$ cat src/rtl/mem_port_arbiter.sv
// Arbitrates one single-port memory between instruction fetch and data access.
// Data requests win; fetches killed by a branch are drained and discarded.
module mem_port_arbiter #(
    parameter int ADDR_W  = 32,
    parameter int DATA_W  = 32,
    parameter int TIMEOUT = 64
) (
    input  logic                clk,
    input  logic                rstn,
    input  logic                if_req,
    input  logic [ADDR_W-1:0]   if_addr,
    input  logic                if_flush,
    output logic [DATA_W-1:0]   if_rdata,
    output logic                if_done,
    output logic                if_stall,
    input  logic                dm_req,
    input  logic                dm_we,
    input  logic [DATA_W/8-1:0] dm_be,
    input  logic [ADDR_W-1:0]   dm_addr,
    input  logic [DATA_W-1:0]   dm_wdata,
    output logic [DATA_W-1:0]   dm_rdata,
    output logic                dm_done,
    output logic                dm_stall,
    output logic                mem_req,
    output logic                mem_we,
    output logic [DATA_W/8-1:0] mem_be,
    output logic [ADDR_W-1:0]   mem_addr,
    output logic [DATA_W-1:0]   mem_wdata,
    input  logic                mem_gnt,
    input  logic                mem_rvalid,
    input  logic [DATA_W-1:0]   mem_rdata,
    output logic                err
);

    localparam int BE_W = DATA_W / 8;
    localparam logic [15:0] TMO_LAST = 16'(TIMEOUT - 1);

    typedef enum logic [1:0] {
        S_IDLE  = 2'd0,
        S_ADDR  = 2'd1,
        S_WAIT  = 2'd2,
        S_DRAIN = 2'd3
    } state_e;

    state_e              state_q, state_d;
    logic                owner_q, owner_d;   // 0 = fetch, 1 = data
    logic                kill_q, kill_d;
    logic                we_q, we_d;
    logic [BE_W-1:0]     be_q, be_d;
    logic [ADDR_W-1:0]   addr_q, addr_d;
    logic [DATA_W-1:0]   wdata_q, wdata_d;
    logic [15:0]         cnt_q, cnt_d;
    logic                err_q, err_d;

    logic                fetch_kill;
    logic                deliver;
    logic [DATA_W-1:0]   deliver_data;

    always_ff @(posedge clk) begin
        if (!rstn) begin
            state_q <= S_IDLE;
            owner_q <= 1'b0;
            kill_q  <= 1'b0;
            we_q    <= 1'b0;
            be_q    <= '0;
            addr_q  <= '0;
            wdata_q <= '0;
            cnt_q   <= '0;
            err_q   <= 1'b0;
        end else begin
            state_q <= state_d;
            owner_q <= owner_d;
            kill_q  <= kill_d;
            we_q    <= we_d;
            be_q    <= be_d;
            addr_q  <= addr_d;
            wdata_q <= wdata_d;
            cnt_q   <= cnt_d;
            err_q   <= err_d;
        end
    end

    always_comb begin
        state_d      = state_q;
        owner_d      = owner_q;
        kill_d       = kill_q;
        we_d         = we_q;
        be_d         = be_q;
        addr_d       = addr_q;
        wdata_d      = wdata_q;
        cnt_d        = cnt_q;
        err_d        = err_q;
        mem_req      = 1'b0;
        deliver      = 1'b0;
        deliver_data = '0;
        dm_done      = 1'b0;
        // A flush only ever concerns the fetch owner.
        fetch_kill   = if_flush && !owner_q;

        case (state_q)
            S_IDLE: begin
                kill_d = 1'b0;
                if (dm_req) begin
                    owner_d = 1'b1;
                    addr_d  = dm_addr;
                    we_d    = dm_we;
                    be_d    = dm_be;
                    wdata_d = dm_wdata;
                    state_d = S_ADDR;
                end else if (if_req && !if_flush) begin
                    owner_d = 1'b0;
                    addr_d  = if_addr;
                    we_d    = 1'b0;
                    be_d    = '1;
                    wdata_d = '0;
                    state_d = S_ADDR;
                end
            end
            S_ADDR: begin
                mem_req = 1'b1;
                if (fetch_kill) kill_d = 1'b1;
                if (mem_gnt) begin
                    cnt_d = '0;
                    if (we_q) begin
                        dm_done = 1'b1;
                        kill_d  = 1'b0;
                        state_d = S_IDLE;
                    end else begin
                        state_d = (kill_q || fetch_kill) ? S_DRAIN : S_WAIT;
                    end
                end
            end
            S_WAIT: begin
                // A flush coinciding with the response drains it on the spot.
                if (mem_rvalid) begin
                    deliver      = !fetch_kill;
                    deliver_data = mem_rdata;
                    kill_d       = 1'b0;
                    state_d      = S_IDLE;
                end else if (fetch_kill) begin
                    cnt_d   = '0;
                    state_d = S_DRAIN;
                end else if (cnt_q == TMO_LAST) begin
                    err_d   = 1'b1;
                    deliver = 1'b1;
                    kill_d  = 1'b0;
                    state_d = S_IDLE;
                end else begin
                    cnt_d = cnt_q + 16'd1;
                end
            end
            S_DRAIN: begin
                if (mem_rvalid) begin
                    kill_d  = 1'b0;
                    state_d = S_IDLE;
                end else if (cnt_q == TMO_LAST) begin
                    err_d   = 1'b1;
                    kill_d  = 1'b0;
                    state_d = S_IDLE;
                end else begin
                    cnt_d = cnt_q + 16'd1;
                end
            end
            default: state_d = S_IDLE;
        endcase

        if (deliver && owner_q) dm_done = 1'b1;
    end

    assign if_done   = deliver && !owner_q;
    assign if_rdata  = if_done ? deliver_data : '0;
    assign dm_rdata  = (deliver && owner_q) ? deliver_data : '0;
    assign if_stall  = if_req && !if_done;
    assign dm_stall  = dm_req && !dm_done;
    assign mem_we    = mem_req && we_q;
    assign mem_be    = mem_req ? be_q : '0;
    assign mem_addr  = addr_q;
    assign mem_wdata = wdata_q;
    assign err       = err_q;

endmodule
$ cat config.mk
export PLATFORM = sky130hd
export DESIGN_NAME = mem_port_arbiter
export DESIGN_NICKNAME = d
export VERILOG_FILES = /design/src/rtl/mem_port_arbiter.sv
export SDC_FILE = /design/constraint.sdc
export NUM_CORES = 1
export LEC_CHECK = 0
export ABC_AREA = 1
export CORE_MARGIN = 3
export CORE_UTILIZATION = 38
export DETAILED_ROUTE_END_ITERATION = 16
export PLACE_DENSITY = 0.82
export RECOVER_POWER = 25
export SYNTH_ARGS = -nofsm -noshare
export SYNTH_HDL_FRONTEND = slang
export SYNTH_SLANG_ARGS = --single-unit
$ cat constraint.sdc
create_clock -name clk -period 2.7 [get_ports clk]
set_input_delay 0.81 -clock clk [delete_from_list [all_inputs] [get_ports clk]]
set_output_delay 0.81 -clock clk [all_outputs]
set_load 0.05 [all_outputs]
==> flow_summary.toml <==
[floorplan]
coreArea_um2 = 11800
die_w_um = 117
dieHeight_um = 117
ios = 279
die-area_um2 = 13700
std_cell_rows = 39
start_util_pct = 39.9

[worst_setup_path]
cp-start-kind = "flip-flop"
crit-reg2reg-launch = "state_q[1]"
rrSetupSlack_ns = 0.59
startpoint = "cnt_q[1]"
crit_end = "dm_rdata[14]"
required_ns = 1.89
critPathArrivalTime_ns = 2.13
worstPathMaxFanout = 6
worst-r2r-cell-count = 8
cp-end-kind = "output pin"
worstReg2RegEnd = "cnt_q[9]"
path_class = "flip-flop to output pin"

[synth]
avgSynthCellArea_um2 = 7.31
synthCells = 642
syn_area_um2 = 4690
ys_types = 30
seq_area_frac_synth_pct = 38.4
synth-warning-count = 0
syn_nets = 783
ys_top_cells_by_area = "dfxtp_1 38%, nand2_1 14%, nor3_2 12%"
netlist_top_cells_count = "171 x nand2_1, 90 x dfxtp_1, 65 x inv_1"
async_flop_share_pct = 0
ys_seq_elements = 90
synth_edf_count = 0
synth.top_cell.area_share_pct = 38.4
synth_most_common_cell = "nand2_1"
synth_top_area_cell = "dfxtp_1"
synthFlopType = "dfxtp_1"

[clocking]
tritoncts = "yes"
cts_sinks = 90
clock_path_buffers = 2
numCtsBuffers = 9
clock-root-buffer = "clkbuf_16"
worstSkewPairLatency_ns = 0.33
cts_hold_buffers = 0
cts-htree-levels = 3
clk_pin_slew_worst_paths_ns = 0.06

[timing]
fin_setup_tns_ns = -12.11
hold_violations = 0
setup_viol = 68
layout_setup_ws_ns = -0.236
period_needed_ns = 2.94
drv_slew = 0
skew_ns = 0.00484
min_period_over_period_pct = 109
slew_headroom_pct = 47.6
fmaxAchievable_mhz = 341
tightest_slew_ns = 0.786
grt_setup_unrepaired = "yes"

[cells_and_area]
nNetsFinal = 1098
post_route_cells_drive_above_1_share_pct = 25.7
utilization_pct = 82.2
areaGrowthSynthToFinish_pct = 106
instances_no_fill = 1127

[grt]
grt_max_degree = 65
antenna_found_initial = 1
grt_pass1_vias = 5620
grt_pass1_wl_um = 27800
track_usage_pct = 26.0
overflow = 0

[route]
dr_total_vias = 5612
drt_pass1_iterations = 5
drc = 0
vias_per_cell = 4.98
drt_iter0_drc = 370
wl_per_cell_um = 16.5
antenna_left = 0
drt-total-wl_um = 18600

[placement]
place_ws_ns = -0.417
place.port_buffers = 278
dp_hpwl_um = 13700
dp.cells = 1090
routabilityCongestion = 0.841

[run_status]
failed_checks = "negative setup slack"
status = "finished with violations"

[min_path]
hp-class = "flip-flop to flip-flop"

[pwr]
p_leak_uw = 0.00415
powerDensity_nw_per_um2 = 526
ir_drop_uv = 548

[flow_run]
maxCapViolations = 0
[worst max-delay path, stage by stage (launching register included)]
cell	delay [ns]
dfxtp_2	0.35
ha_4	0.16
nand3_4	0.08
nor3_4	0.15
nand2_2	0.11
nand2_4	0.11
nand4_4	0.15
buf_12	0.20
buf_12	0.14
nor3_4	0.16
buf_12	0.16
[power by group]
| group | switching (uW) | total [uW] | leakage (uW) | internal (uW) |
|---|---|---|---|---|
| clock network | 532 | 1350 | 0.000156 | 819 |
| registers | 100 | 1630 | 0.000740 | 1520 |
| logic | 1360 | 2110 | 0.00325 | 746 |
| total | 2000 | 5090 | 0.00415 | 3090 |
[cell usage in the layout, fill, tap and decap left out, types with 3 or more instances in the layout]
cell / instances
a21oi_1: 45
a31oi_1: 32
buf_12: 78
buf_4: 40
buf_6: 12
clkbuf_1: 3
clkbuf_16: 11
clkdlybuf4s50_1: 202
clkinv_4: 3
dfxtp_1: 88
inv_1: 61
inv_2: 8
nand2_1: 169
nand2_2: 3
nand3_1: 11
nand4_1: 5
nor2_1: 38
nor2_2: 4
nor2_4: 3
nor3_1: 6
nor3_4: 65
o21ai_0: 44
xor2_1: 3
[routing by layer]
layer  vias up  global-route usage (%)  routed length [um]
met4         0                    11.4                 658
li1       2741                       -                   -
met1      2569                    26.7                6490
met3        46                    7.46                1550
met5         -                       0                   0
met2       256                    48.6                9880
[kinds of logic after synthesis]
kind of cell,after synthesis,share of synthesized area (%)
and+or+nand+nor,315,36.1
AOI/OAI and AO/OA,123,14.4
buffers and inverters,110,10.3
DFF,90,38.4
xor gates and xnor gates,3,0.560
adders and majority gates,1,0.267
[through the flow]
stage	area [um^2]	total power, uW	hold WS, ns
after floorplan	5060	2910	0.430
after global placement	8980	3680	0.439
after detailed placement	8980	3710	0.447
after CTS	9600	5120	0.457
after global routing	9670	5320	0.476
final	9670	5090	0.454
[sequential cells by signal (all words and copies together) (netlist names)]
name,cells
mem_addr,32
state_q,2
be_q,4
err,1
mem_wdata,32
we_q,1
kill_q,1
owner_q,1
cnt_q,16
[how the worst min path moves through the flow]
| stage | start | end | slack (ns) | cells past startpoint |
|---|---|---|---|---|
| 3_5_place_dp | be_q[3] | be_q[3] | 0.45 | 2 |
| 2_1_floorplan | be_q[0] | be_q[0] | 0.43 | 2 |
| 4_1_cts | be_q[3] | be_q[3] | 0.46 | 2 |
| 3_3_place_gp | be_q[3] | be_q[3] | 0.44 | 2 |
| 6_report | be_q[3] | be_q[3] | 0.45 | 2 |
| 5_1_grt | be_q[0] | be_q[0] | 0.48 | 2 |
[area by class of cell]
cell class,instances,area (um^2)
inverter,70,263
fill,693,2090
clock inverter,7,103
tap,164,205
sequential,90,1800
clock buffer,9,225
antenna,1,2.50
multi-input combinational,442,2900
timing repair buffer,344,4170
[repair_timing]
action	4_1_cts	5_1_grt
gates cloned	3	1
setup endpoints to repair	68	68
setup buffers	12	4
resized for setup	37	12
pin swaps	6	5
(Power assumes the default switching activity.)
